### config.mk
export PLATFORM = sky130hd
export DESIGN_NAME = leg_calc_sequencer_flat
export DESIGN_NICKNAME = d
export VERILOG_FILES = /design/src/rtl/leg_calc_sequencer_if.sv /design/src/rtl/leg_calc_sequencer.sv /design/src/flat_wrapper.sv
export SDC_FILE = /design/constraint.sdc
export NUM_CORES = 1
export LEC_CHECK = 0
export BUFFER_PORTS_ARGS = -buffer_cell sky130_fd_sc_hd__buf_2
export CAP_MARGIN = 0
export CELL_PAD_IN_SITES_DETAIL_PLACEMENT = 0
export CELL_PAD_IN_SITES_GLOBAL_PLACEMENT = 2
export CORE_MARGIN = 4
export CORE_UTILIZATION = 43
export CTS_CLUSTER_DIAMETER = 60
export DETAILED_ROUTE_END_ITERATION = 6
export PLACE_DENSITY = 0.95
export SYNTH_ARGS = -nofsm -noshare
export SYNTH_HDL_FRONTEND = slang
export SYNTH_SLANG_ARGS = --single-unit
### constraint.sdc
create_clock -name clock -period 15.5 [get_ports clock]
set_input_delay 0 -clock clock [delete_from_list [all_inputs] [get_ports clock]]
set_output_delay 0 -clock clock [all_outputs]
set_load 0.05 [all_outputs]
### src/rtl/leg_calc_sequencer_if.sv
// Command and leg-vector bus between the tilt controller, leg_calc and the actuator stage.
// The master drives commands and the leg vector; the slave is the sequencer.
interface leg_calc_sequencer_if;
    logic               cmd_valid;
    logic               cmd_ready;
    logic signed [7:0]  cmd_angle_x;
    logic signed [7:0]  cmd_angle_y;
    logic signed [7:0]  calc_angle_x;
    logic signed [7:0]  calc_angle_y;
    logic [50:0]        calc_leg_vector;
    logic signed [16:0] leg_x;
    logic signed [16:0] leg_y;
    logic signed [16:0] leg_z;
    logic [34:0]        leg_len2;
    logic               leg_valid;
    logic               fault;

    modport master (
        output cmd_valid, cmd_angle_x, cmd_angle_y, calc_leg_vector,
        input  cmd_ready, calc_angle_x, calc_angle_y,
        input  leg_x, leg_y, leg_z, leg_len2, leg_valid, fault
    );

    modport slave (
        input  cmd_valid, cmd_angle_x, cmd_angle_y, calc_leg_vector,
        output cmd_ready, calc_angle_x, calc_angle_y,
        output leg_x, leg_y, leg_z, leg_len2, leg_valid, fault
    );
endinterface

### src/rtl/leg_calc_sequencer.sv
// Sequences the leg_calc datapath: clamps and slew-limits plate angles, waits for the
// pipeline, squares the leg vector with one shared multiplier and window-checks the length.
module leg_calc_sequencer #(
    parameter int unsigned CALC_LATENCY = 4,
    parameter int unsigned MAX_ANGLE    = 30,
    parameter int unsigned MAX_STEP     = 5,
    parameter logic [34:0] LEN2_MIN     = 35'd0,
    parameter logic [34:0] LEN2_MAX     = 35'h3_FFFF_FFFF
) (
    input  logic                clock,
    input  logic                reset_n,
    leg_calc_sequencer_if.slave seq_if
);
    localparam int unsigned ANG_W  = 8;
    localparam int unsigned EXT_W  = 9;
    localparam int unsigned COMP_W = 17;
    localparam int unsigned PROD_W = 34;
    localparam int unsigned LEN_W  = 35;
    localparam int unsigned CNT_W  = (CALC_LATENCY > 1) ? $clog2(CALC_LATENCY) : 1;

    localparam logic signed [EXT_W-1:0] ANG_LIM  = EXT_W'(MAX_ANGLE);
    localparam logic signed [EXT_W-1:0] STEP_LIM = EXT_W'(MAX_STEP);
    // Window test as one unsigned compare: values below LEN2_MIN wrap to a huge offset.
    localparam logic [LEN_W:0] WIN_SPAN = (LEN_W+1)'(LEN2_MAX) - (LEN_W+1)'(LEN2_MIN);

    typedef enum logic [2:0] {
        ST_IDLE,
        ST_LIMIT,
        ST_SETTLE,
        ST_CAPTURE,
        ST_SQUARE,
        ST_CHECK
    } state_e;

    state_e                    state_q;
    logic                      ready_q;
    logic signed [ANG_W-1:0]   cmd_x_q;
    logic signed [ANG_W-1:0]   cmd_y_q;
    logic signed [ANG_W-1:0]   calc_x_q;
    logic signed [ANG_W-1:0]   calc_y_q;
    logic signed [ANG_W-1:0]   good_x_q;
    logic signed [ANG_W-1:0]   good_y_q;
    logic [CNT_W-1:0]          cnt_q;
    logic signed [COMP_W-1:0]  x_q;
    logic signed [COMP_W-1:0]  y_q;
    logic signed [COMP_W-1:0]  z_q;
    logic [1:0]                sq_idx_q;
    logic [LEN_W-1:0]          acc_q;
    logic signed [COMP_W-1:0]  leg_x_q;
    logic signed [COMP_W-1:0]  leg_y_q;
    logic signed [COMP_W-1:0]  leg_z_q;
    logic [LEN_W-1:0]          len2_q;
    logic                      valid_q;
    logic                      fault_q;

    logic signed [ANG_W-1:0]   calc_x_d;
    logic signed [ANG_W-1:0]   calc_y_d;
    logic signed [COMP_W-1:0]  mul_op;
    logic signed [PROD_W-1:0]  mul_ext;
    logic signed [PROD_W-1:0]  prod_c;
    logic                      in_window;

    function automatic logic signed [EXT_W-1:0] sat9(
        input logic signed [EXT_W-1:0] v,
        input logic signed [EXT_W-1:0] lim
    );
        logic signed [EXT_W-1:0] r;
        r = v;
        if (v > lim) begin
            r = lim;
        end else if (v < -lim) begin
            r = -lim;
        end
        return r;
    endfunction

    function automatic logic signed [ANG_W-1:0] slew(
        input logic signed [ANG_W-1:0] cmd,
        input logic signed [ANG_W-1:0] good
    );
        logic signed [EXT_W-1:0] clamped;
        logic signed [EXT_W-1:0] good9;
        logic signed [EXT_W-1:0] delta;
        logic signed [EXT_W-1:0] next;
        clamped = sat9({cmd[ANG_W-1], cmd}, ANG_LIM);
        good9   = {good[ANG_W-1], good};
        delta   = sat9(clamped - good9, STEP_LIM);
        next    = good9 + delta;
        return next[ANG_W-1:0];
    endfunction

    // Clamped, slew-limited angles for the LIMIT state.
    always_comb begin
        calc_x_d = slew(cmd_x_q, good_x_q);
        calc_y_d = slew(cmd_y_q, good_y_q);
    end

    // Shared squarer: x, y, z in successive SQUARE cycles.
    always_comb begin
        mul_op = z_q;
        case (sq_idx_q)
            2'd0:    mul_op = x_q;
            2'd1:    mul_op = y_q;
            default: mul_op = z_q;
        endcase
        mul_ext = PROD_W'(mul_op);
        prod_c  = mul_ext * mul_ext;
    end

    assign in_window = ((LEN_W+1)'(acc_q) - (LEN_W+1)'(LEN2_MIN)) <= WIN_SPAN;

    always_ff @(posedge clock or negedge reset_n) begin
        if (!reset_n) begin
            state_q  <= ST_IDLE;
            ready_q  <= 1'b1;
            cmd_x_q  <= '0;
            cmd_y_q  <= '0;
            calc_x_q <= '0;
            calc_y_q <= '0;
            good_x_q <= '0;
            good_y_q <= '0;
            cnt_q    <= '0;
            x_q      <= '0;
            y_q      <= '0;
            z_q      <= '0;
            sq_idx_q <= '0;
            acc_q    <= '0;
            leg_x_q  <= '0;
            leg_y_q  <= '0;
            leg_z_q  <= '0;
            len2_q   <= '0;
            valid_q  <= 1'b0;
            fault_q  <= 1'b0;
        end else begin
            valid_q <= 1'b0;
            case (state_q)
                ST_IDLE: begin
                    if (seq_if.cmd_valid) begin
                        cmd_x_q <= seq_if.cmd_angle_x;
                        cmd_y_q <= seq_if.cmd_angle_y;
                        ready_q <= 1'b0;
                        state_q <= ST_LIMIT;
                    end
                end
                ST_LIMIT: begin
                    calc_x_q <= calc_x_d;
                    calc_y_q <= calc_y_d;
                    cnt_q    <= CNT_W'(CALC_LATENCY - 1);
                    state_q  <= ST_SETTLE;
                end
                ST_SETTLE: begin
                    if (cnt_q == '0) begin
                        state_q <= ST_CAPTURE;
                    end else begin
                        cnt_q <= cnt_q - CNT_W'(1);
                    end
                end
                ST_CAPTURE: begin
                    x_q      <= seq_if.calc_leg_vector[16:0];
                    y_q      <= seq_if.calc_leg_vector[33:17];
                    z_q      <= seq_if.calc_leg_vector[50:34];
                    acc_q    <= '0;
                    sq_idx_q <= '0;
                    state_q  <= ST_SQUARE;
                end
                ST_SQUARE: begin
                    acc_q <= acc_q + {1'b0, prod_c};
                    if (sq_idx_q == 2'd2) begin
                        state_q <= ST_CHECK;
                    end else begin
                        sq_idx_q <= sq_idx_q + 2'd1;
                    end
                end
                ST_CHECK: begin
                    if (in_window) begin
                        leg_x_q  <= x_q;
                        leg_y_q  <= y_q;
                        leg_z_q  <= z_q;
                        len2_q   <= acc_q;
                        valid_q  <= 1'b1;
                        fault_q  <= 1'b0;
                        good_x_q <= calc_x_q;
                        good_y_q <= calc_y_q;
                    end else begin
                        fault_q  <= 1'b1;
                        calc_x_q <= good_x_q;
                        calc_y_q <= good_y_q;
                    end
                    ready_q <= 1'b1;
                    state_q <= ST_IDLE;
                end
                default: begin
                    ready_q <= 1'b1;
                    state_q <= ST_IDLE;
                end
            endcase
        end
    end

    assign seq_if.cmd_ready    = ready_q;
    assign seq_if.calc_angle_x = calc_x_q;
    assign seq_if.calc_angle_y = calc_y_q;
    assign seq_if.leg_x        = leg_x_q;
    assign seq_if.leg_y        = leg_y_q;
    assign seq_if.leg_z        = leg_z_q;
    assign seq_if.leg_len2     = len2_q;
    assign seq_if.leg_valid    = valid_q;
    assign seq_if.fault        = fault_q;

endmodule

### src/flat_wrapper.sv
// flat-port wrapper written by rule: the top's interface ports become plain ports
module leg_calc_sequencer_flat 
#(
    parameter int unsigned CALC_LATENCY = 4,
    parameter int unsigned MAX_ANGLE    = 30,
    parameter int unsigned MAX_STEP     = 5,
    parameter logic [34:0] LEN2_MIN     = 35'd0,
    parameter logic [34:0] LEN2_MAX     = 35'h3_FFFF_FFFF
)
  (clock, reset_n, seq_if_cmd_valid, seq_if_cmd_angle_x, seq_if_cmd_angle_y, seq_if_calc_leg_vector, seq_if_cmd_ready, seq_if_calc_angle_x, seq_if_calc_angle_y, seq_if_leg_x, seq_if_leg_y, seq_if_leg_z, seq_if_leg_len2, seq_if_leg_valid, seq_if_fault);
  leg_calc_sequencer_if seq_if_i ();
  input  logic clock;
  input  logic reset_n;
  input wire logic [$bits(seq_if_i.cmd_valid)-1:0] seq_if_cmd_valid;
  input wire logic [$bits(seq_if_i.cmd_angle_x)-1:0] seq_if_cmd_angle_x;
  input wire logic [$bits(seq_if_i.cmd_angle_y)-1:0] seq_if_cmd_angle_y;
  input wire logic [$bits(seq_if_i.calc_leg_vector)-1:0] seq_if_calc_leg_vector;
  output wire logic [$bits(seq_if_i.cmd_ready)-1:0] seq_if_cmd_ready;
  output wire logic [$bits(seq_if_i.calc_angle_x)-1:0] seq_if_calc_angle_x;
  output wire logic [$bits(seq_if_i.calc_angle_y)-1:0] seq_if_calc_angle_y;
  output wire logic [$bits(seq_if_i.leg_x)-1:0] seq_if_leg_x;
  output wire logic [$bits(seq_if_i.leg_y)-1:0] seq_if_leg_y;
  output wire logic [$bits(seq_if_i.leg_z)-1:0] seq_if_leg_z;
  output wire logic [$bits(seq_if_i.leg_len2)-1:0] seq_if_leg_len2;
  output wire logic [$bits(seq_if_i.leg_valid)-1:0] seq_if_leg_valid;
  output wire logic [$bits(seq_if_i.fault)-1:0] seq_if_fault;
  assign seq_if_i.cmd_valid = seq_if_cmd_valid;
  assign seq_if_i.cmd_angle_x = seq_if_cmd_angle_x;
  assign seq_if_i.cmd_angle_y = seq_if_cmd_angle_y;
  assign seq_if_i.calc_leg_vector = seq_if_calc_leg_vector;
  assign seq_if_cmd_ready = seq_if_i.cmd_ready;
  assign seq_if_calc_angle_x = seq_if_i.calc_angle_x;
  assign seq_if_calc_angle_y = seq_if_i.calc_angle_y;
  assign seq_if_leg_x = seq_if_i.leg_x;
  assign seq_if_leg_y = seq_if_i.leg_y;
  assign seq_if_leg_z = seq_if_i.leg_z;
  assign seq_if_leg_len2 = seq_if_i.leg_len2;
  assign seq_if_leg_valid = seq_if_i.leg_valid;
  assign seq_if_fault = seq_if_i.fault;
  leg_calc_sequencer #(.CALC_LATENCY(CALC_LATENCY), .MAX_ANGLE(MAX_ANGLE), .MAX_STEP(MAX_STEP), .LEN2_MIN(LEN2_MIN), .LEN2_MAX(LEN2_MAX)) u_core (.clock(clock), .reset_n(reset_n), .seq_if(seq_if_i));
endmodule
==> results.tsv, run 1 <==
metric	value	unit
status	finished, final reports clean	
Clock Skews	0.0197	ns
number of port buffers	174	
Via Count	16300	
WP data arrival	10.55	ns
area grow syn2layout	14.8	%
post-CTS setup buffers	0	
CTS Root Cell	clkbuf_16	
WP data required	15.95	ns
Chip Width	234	um
deepest clock path buffer count	3	
CTS tree	built	
final max-slew violation count	0	
Final Critical Period	10.11	ns
Final setup viols	0	
Final Hold Viols	0	
share of the synthesized area in the top cell type	26.1	%
Rows	82	
CP peak stage delay	0.55	ns
setup total negative slack	0	ns
largest net degree at the start of global routing	101	
Worst Hold Class	primary input to async pin	
post-DR wirelength/cell	17.5	um
fraction of layout cells with a size suffix above 1	16.8	%
R2R cell count	36	
top post-synthesis cells by area	dfrtp_1 26%, fa_1 25%, ha_1 9.1%	
antenna viol nets, final	0	
crit path from	u_core.sq_idx_q[0]$_DFFE_PN0P_	
fmax	0.0990	GHz
CTS-repair resized insts	0	
initial antenna violation count	0	
DRT Wirelength	54.9	mm
crit path capture type	register	
ANT cells	0	
I/O Pins	175	
Residual DRC	0	
grt ovf	0	
GRT Total Usage	20.6	%
post-synth top area cell	dfrtp_1	
vias in the first global route	17600	
routed vias/inst	5.20	
CP Capture Point	u_core.acc_q[31]$_DFFE_PN0P_	
Initial Util	43.6	%
core area	50400	um2
reg2reg end	u_core.acc_q[31]$_DFFE_PN0P_	
initial DRC count	791	
Syn Nets	2717	
cell count after synthesis	2215	
Post-synth EDFFs	0	
Final GP Congestion	0.892	
R2R Setup Slk	5.39	ns
share of synthesized area occupied by flip-flops and latches	26.2	%
die height	234	um
H-tree Lvls	1	
DPL Wire Length	43.0	mm
Least-Margin Pin Slew	1.03	ns
first-pass GRT wire length	91.5	mm
Synth top cells by count	418 x inv_1, 272 x fa_1, 229 x dfrtp_1	
RR Startpoint	u_core.sq_idx_q[0]$_DFFE_PN0P_	
CP startpoint kind	register	
Fill cells	4578	
Clock Pin Slew Worst Setup and Hold Paths	0.06	ns
Slowest cell on crit path	fa_1	
Mean Syn Cell Area	9.93	um2
Primary FF master, synth	dfrtp_1	
Crit Path Category	register to register	
Num CTS Buffers	27	
ys async rst share	100	%
most common cell in the netlist	inv_1	
synthesized cell area	22000	um2
Synth warnings	0	
count of unique library cells instantiated by Yosys	70	
drt first pass iters	5	
max-cap violation count	0	
DIE AREA	54800	um2
crit share post-route	65.2	%
fin nets	2946	
CTS Sinks	230	
worst-path fanout max	18	
RSZ-0062 raised after global routing	no	
Top cell by count, worst path	inv_1	
Clock Latency Late Sink	0.57	ns
#FFs+latches synth	230	
Slew HR	31.6	%
[kinds of logic (layout without fill, tap and decap cells)]
logic type / Yosys count / after routing / share of synthesized area (%)
XOR/XNOR: 78 / 78 / 3.23
buffers and inverters: 488 / 736 / 8.37
multiplexers: 159 / 159 / 8.12
flip-flops: 230 / 230 / 26.2
AO/OA/AOI/OAI: 380 / 380 / 11.2
adder cells (fa/ha/maj): 432 / 432 / 33.9
AND/OR/NAND/NOR: 448 / 448 / 9.01
[layout make-up]
cell class | instances | area [um2] | area share, %
sequential | 230 | 5760 | 22.8
tap | 672 | 841 | 3.33
timing repair buffer | 264 | 1730 | 6.85
clock buffer | 39 | 791 | 3.13
inverter | 424 | 1590 | 6.30
clock inverter | 9 | 123 | 0.486
multi-input combinational | 1497 | 14400 | 57.1
[per-layer routing]
metal	global-route usage (%)	part of all wire [%]	vias up
met5	0	0	-
met4	3.66	1.5	0
met3	3.92	5.4	67
met2	35.2	49	349
met1	27.8	44	8245
li1	-	-	7655
[placed cells by master, fill, tap and decap left out, types with 12 or more instances in the layout]
cell type and n:
a21o_1 44, a21oi_1 96, a22o_1 20, buf_2 173, buf_4 21, clkbuf_16 27, dfrtp_1 229, dlygate4sd3_1 69
fa_1 272, ha_1 160, inv_1 418, mux2_2 154, nand2_1 169, nand2b_1 13, nand3_1 19, nor2_1 156
nor2b_1 12, nor3_1 18, o21a_1 14, o21ai_0 82, o21bai_1 12, o22ai_1 19, xnor2_1 48, xor2_1 28
[critical path: cells and delay by family, from the launching register on]
kind | cells | cell delay, ns
xor+xnor | 1 | 0.17
buf+inv | 9 | 1.15
compound gates | 11 | 2.86
flops | 1 | 0.40
fa+ha+maj | 9 | 4.04
simple gates | 6 | 1.34
[registers in the layout (all words and copies together) (netlist names)]
name / cells
u_core.acc_q: 35
u_core.seq_if.leg_len2: 35
u_core.seq_if.leg_x: 17
u_core.seq_if.leg_y: 17
u_core.seq_if.leg_z: 17
u_core.x_q: 17
u_core.y_q: 17
u_core.z_q: 17
u_core.cmd_x_q: 8
u_core.cmd_y_q: 8
u_core.good_x_q: 8
u_core.good_y_q: 8
u_core.seq_if.calc_angle_x: 8
u_core.seq_if.calc_angle_y: 8
u_core.state_q: 3
u_core.cnt_q: 2
u_core.sq_idx_q: 2
u_core.seq_if.cmd_ready: 1
u_core.seq_if.fault: 1
u_core.seq_if.leg_valid: 1
[timing repair]
| action | in CTS | in global routing |
|---|---|---|
| hold buffers | 69 | 0 |
| hold endpoints to repair | 167 | 0 |
| setup endpoints to repair | 0 | 0 |
[worst min path at each step]
stage,start,end,depth (start not counted)
2_1_floorplan,reset_n,u_core.acc_q[0]$_DFFE_PN0P_,0
3_3_place_gp,reset_n,u_core.seq_if.leg_len2[10]$_DFFE_PN0P_,1
3_5_place_dp,reset_n,u_core.seq_if.leg_len2[11]$_DFFE_PN0P_,1
4_1_cts,reset_n,u_core.seq_if.leg_len2[11]$_DFFE_PN0P_,2
5_1_grt,reset_n,u_core.seq_if.leg_len2[11]$_DFFE_PN0P_,2
6_report,reset_n,u_core.seq_if.leg_len2[11]$_DFFE_PN0P_,2
[metrics by stage]
stage / worst slack [ns] / instances / area [um2] / hold WS, ns / utilization (%)
3_5_place_dp: 5.53 / 3018 / 23600 / 0.0985 / 46.9
6_report: 5.39 / 3135 / 25200 / 0.0810 / 50.1
5_1_grt: 4.65 / 3135 / 25200 / 0.156 / 50.1
4_1_cts: 5.43 / 3135 / 25200 / 0.104 / 50.1
3_3_place_gp: 5.72 / 3018 / 23600 / 0.0862 / 46.9
2_1_floorplan: 6.73 / 2215 / 22000 / -0.296 / -
Power of run 1 is left out: the tool's default activity adds up to more than one toggle a clock period on the data nets, which glitch-free logic cannot reach.
==> run 2, diff against run 1 <==
--- a/config.mk
+++ b/config.mk
@@ -10,10 +10,10 @@
 export CELL_PAD_IN_SITES_DETAIL_PLACEMENT = 0
 export CELL_PAD_IN_SITES_GLOBAL_PLACEMENT = 2
 export CORE_MARGIN = 4
-export CORE_UTILIZATION = 43
+export CORE_UTILIZATION = 40
 export CTS_CLUSTER_DIAMETER = 60
 export DETAILED_ROUTE_END_ITERATION = 6
-export PLACE_DENSITY = 0.95
+export PLACE_DENSITY = 0.92
 export SYNTH_ARGS = -nofsm -noshare
 export SYNTH_HDL_FRONTEND = slang
 export SYNTH_SLANG_ARGS = --single-unit
==> constraint.sdc (replaced) <==
create_clock -name clock -period 10.5 [get_ports clock]
set_input_delay 0 -clock clock [delete_from_list [all_inputs] [get_ports clock]]
set_output_delay 0 -clock clock [all_outputs]
set_load 0.05 [all_outputs]
==> run 2 against run 1 <==
Sequential share of layout area decreased by 0.10 points. First-iteration DRC count increased by 2.8%. Register-to-register slack got worse by 4.8 ns. Critical endpoint is now u_core.acc_q[30]$_DFFE_PN0P_. Highest routed layer unchanged.
==> results.tsv, run 2 (synthesized netlist as in run 1, its figures left out) <==
metric	value	unit	change
crit path capture type	register		
GRT Total Usage	19.5	%	-1.1 points
fin nets	2950		+0.14%
Clock Latency Late Sink	0.58	ns	about the same
Chip Width	242	um	+3.6%
WHS	0.0298	ns	-0.0512 ns
grt ovf	0		unchanged
DRT Wirelength	57.0	mm	+3.9%
design area	25400	um2	+0.46%
die height	242	um	+3.6%
max-cap violation count	0		unchanged
area grow syn2layout	15.3	%	
Final Hold Viols	0		unchanged
CTS tree	built		
vias in the first global route	17800		+1.4%
R2R Setup Slk	0.62	ns	-4.78 ns
number of port buffers	174		unchanged
CTS Root Cell	clkbuf_16		
Final Critical Period	9.88	ns	-0.225 ns
CP startpoint kind	register		
Final setup viols	0		unchanged
Top cell by count, worst path	inv_1		
post-layout util	46.8	%	-3.3 points
Initial Util	40.6	%	-3.0 points
met3 usage	5.05	%	+1.1 points
core area	54100	um2	+7.5%
CTS Sinks	230		unchanged
initial antenna violation count	0		unchanged
Via Count	16300		-0.037%
Final GP Congestion	0.919		+3.0%
WP data arrival	10.30	ns	-0.25 ns
Rows	85		+3.7%
met1 Use GR	25.9	%	-1.9 points
H-tree Lvls	1		unchanged
Residual DRC	0		unchanged
Clock Skews	0.0621	ns	+0.0423 ns
fraction of layout cells with a size suffix above 1	17.2	%	+0.36 points
Num CTS Buffers	28		+3.7%
met2 Track Usage GR	32.4	%	-2.7 points
antenna viol nets, final	0		unchanged
ANT cells	0		unchanged
WP data required	10.92	ns	-5.03 ns
crit share post-route	94.1	%	+29 points
most common cell after layout, fill and taps aside	inv_1		
post-CTS setup buffers	0		unchanged
status	finished, final reports clean		
Clock Pin Slew Worst Setup and Hold Paths	0.06	ns	about the same
largest net degree at the start of global routing	94		-6.9%
Slew HR	31.9	%	+0.33 points
initial DRC count	813		+2.8%
final max-slew violation count	0		unchanged
CP peak stage delay	0.55	ns	about the same
Slowest cell on crit path	fa_1		
Crit Path Category	register to register		
DIE AREA	58800	um2	+7.2%
Post-DP Area	23700	um2	+0.21%
deepest clock path buffer count	3		unchanged
RSZ-0062 raised after global routing	no		
post-DR wirelength/cell	18.0	um	+2.9%
busiest layer in global routing	met2		
Worst Hold Class	primary input to async pin		
drt first pass iters	5		unchanged
Least-Margin Pin Slew	1.02	ns	-0.00502 ns
DPL Wire Length	45.2	mm	+5.0%
routed vias/inst	5.15		-0.98%
setup total negative slack	0	ns	unchanged
commonest cells after routing, fill and taps aside	418 x inv_1, 272 x fa_1, 229 x dfrtp_1		
I/O Pins	175		unchanged
fmax	0.101	GHz	+2.3%
first-pass GRT wire length	94.2	mm	+2.9%
worst-path fanout max	18		unchanged
## run 2: final cells by class
class | instances | area, um2
flip-flops and latches | 230 | 5760
fillers | 5078 | 28800
well taps | 696 | 871
multi-input cells | 1497 | 14400
inverters | 424 | 1590
clock buffers | 35 | 777
repair buffers | 267 | 1750
clock inverters | 16 | 196
## run 2: worst paths after layout
kind,from,to,depth (start not counted)
worst max-delay path,u_core.sq_idx_q[1]$_DFFE_PN0P_,u_core.acc_q[30]$_DFFE_PN0P_,35
worst min-delay path,reset_n,u_core.cmd_y_q[3]$_DFFE_PN0P_,2
worst max register to register,u_core.sq_idx_q[1]$_DFFE_PN0P_,u_core.acc_q[30]$_DFFE_PN0P_,35
worst min register to register,u_core.seq_if.cmd_ready$_DFFE_PN1P_,u_core.seq_if.cmd_ready$_DFFE_PN1P_,2
max in group asynchronous,reset_n,u_core.seq_if.leg_len2[23]$_DFFE_PN0P_,3
min in group clock,seq_if_cmd_angle_y[7],u_core.cmd_y_q[7]$_DFFE_PN0P_,4
## run 2: repair_timing
action | 4_1_cts | 5_1_grt
resized for setup | 0 | 2
setup endpoints to repair | 0 | 8
hold buffers | 69 | 0
endpoints found under the hold margin | 160 | 0
## run 2: stage by stage
stage | std cells | setup WS (ns)
after floorplan | 2215 | 1.73
after global placement | 3045 | 0.797
after detailed placement | 3045 | 0.486
after CTS | 3165 | 0.360
after global routing | 3165 | 0.0313
final | 3165 | 0.619
## run 2: metal layers
layer,vias to the layer above,part of all wire [%]
li1,7678,-
met1,8105,44
met2,447,47
met3,80,6.9
met4,0,2.3
met5,-,0
## run 2: worst max-delay path, delay by kind of cell (launching register included)
kind | cells | cell delay, ns
adder cells (fa/ha/maj) | 9 | 3.99
AND/OR/NAND/NOR | 5 | 1.52
buffers and inverters | 10 | 1.29
AO/OA/AOI/OAI | 10 | 2.27
flip-flops | 1 | 0.38
XOR/XNOR | 1 | 0.24
Power of run 2 is left out for the same reason.
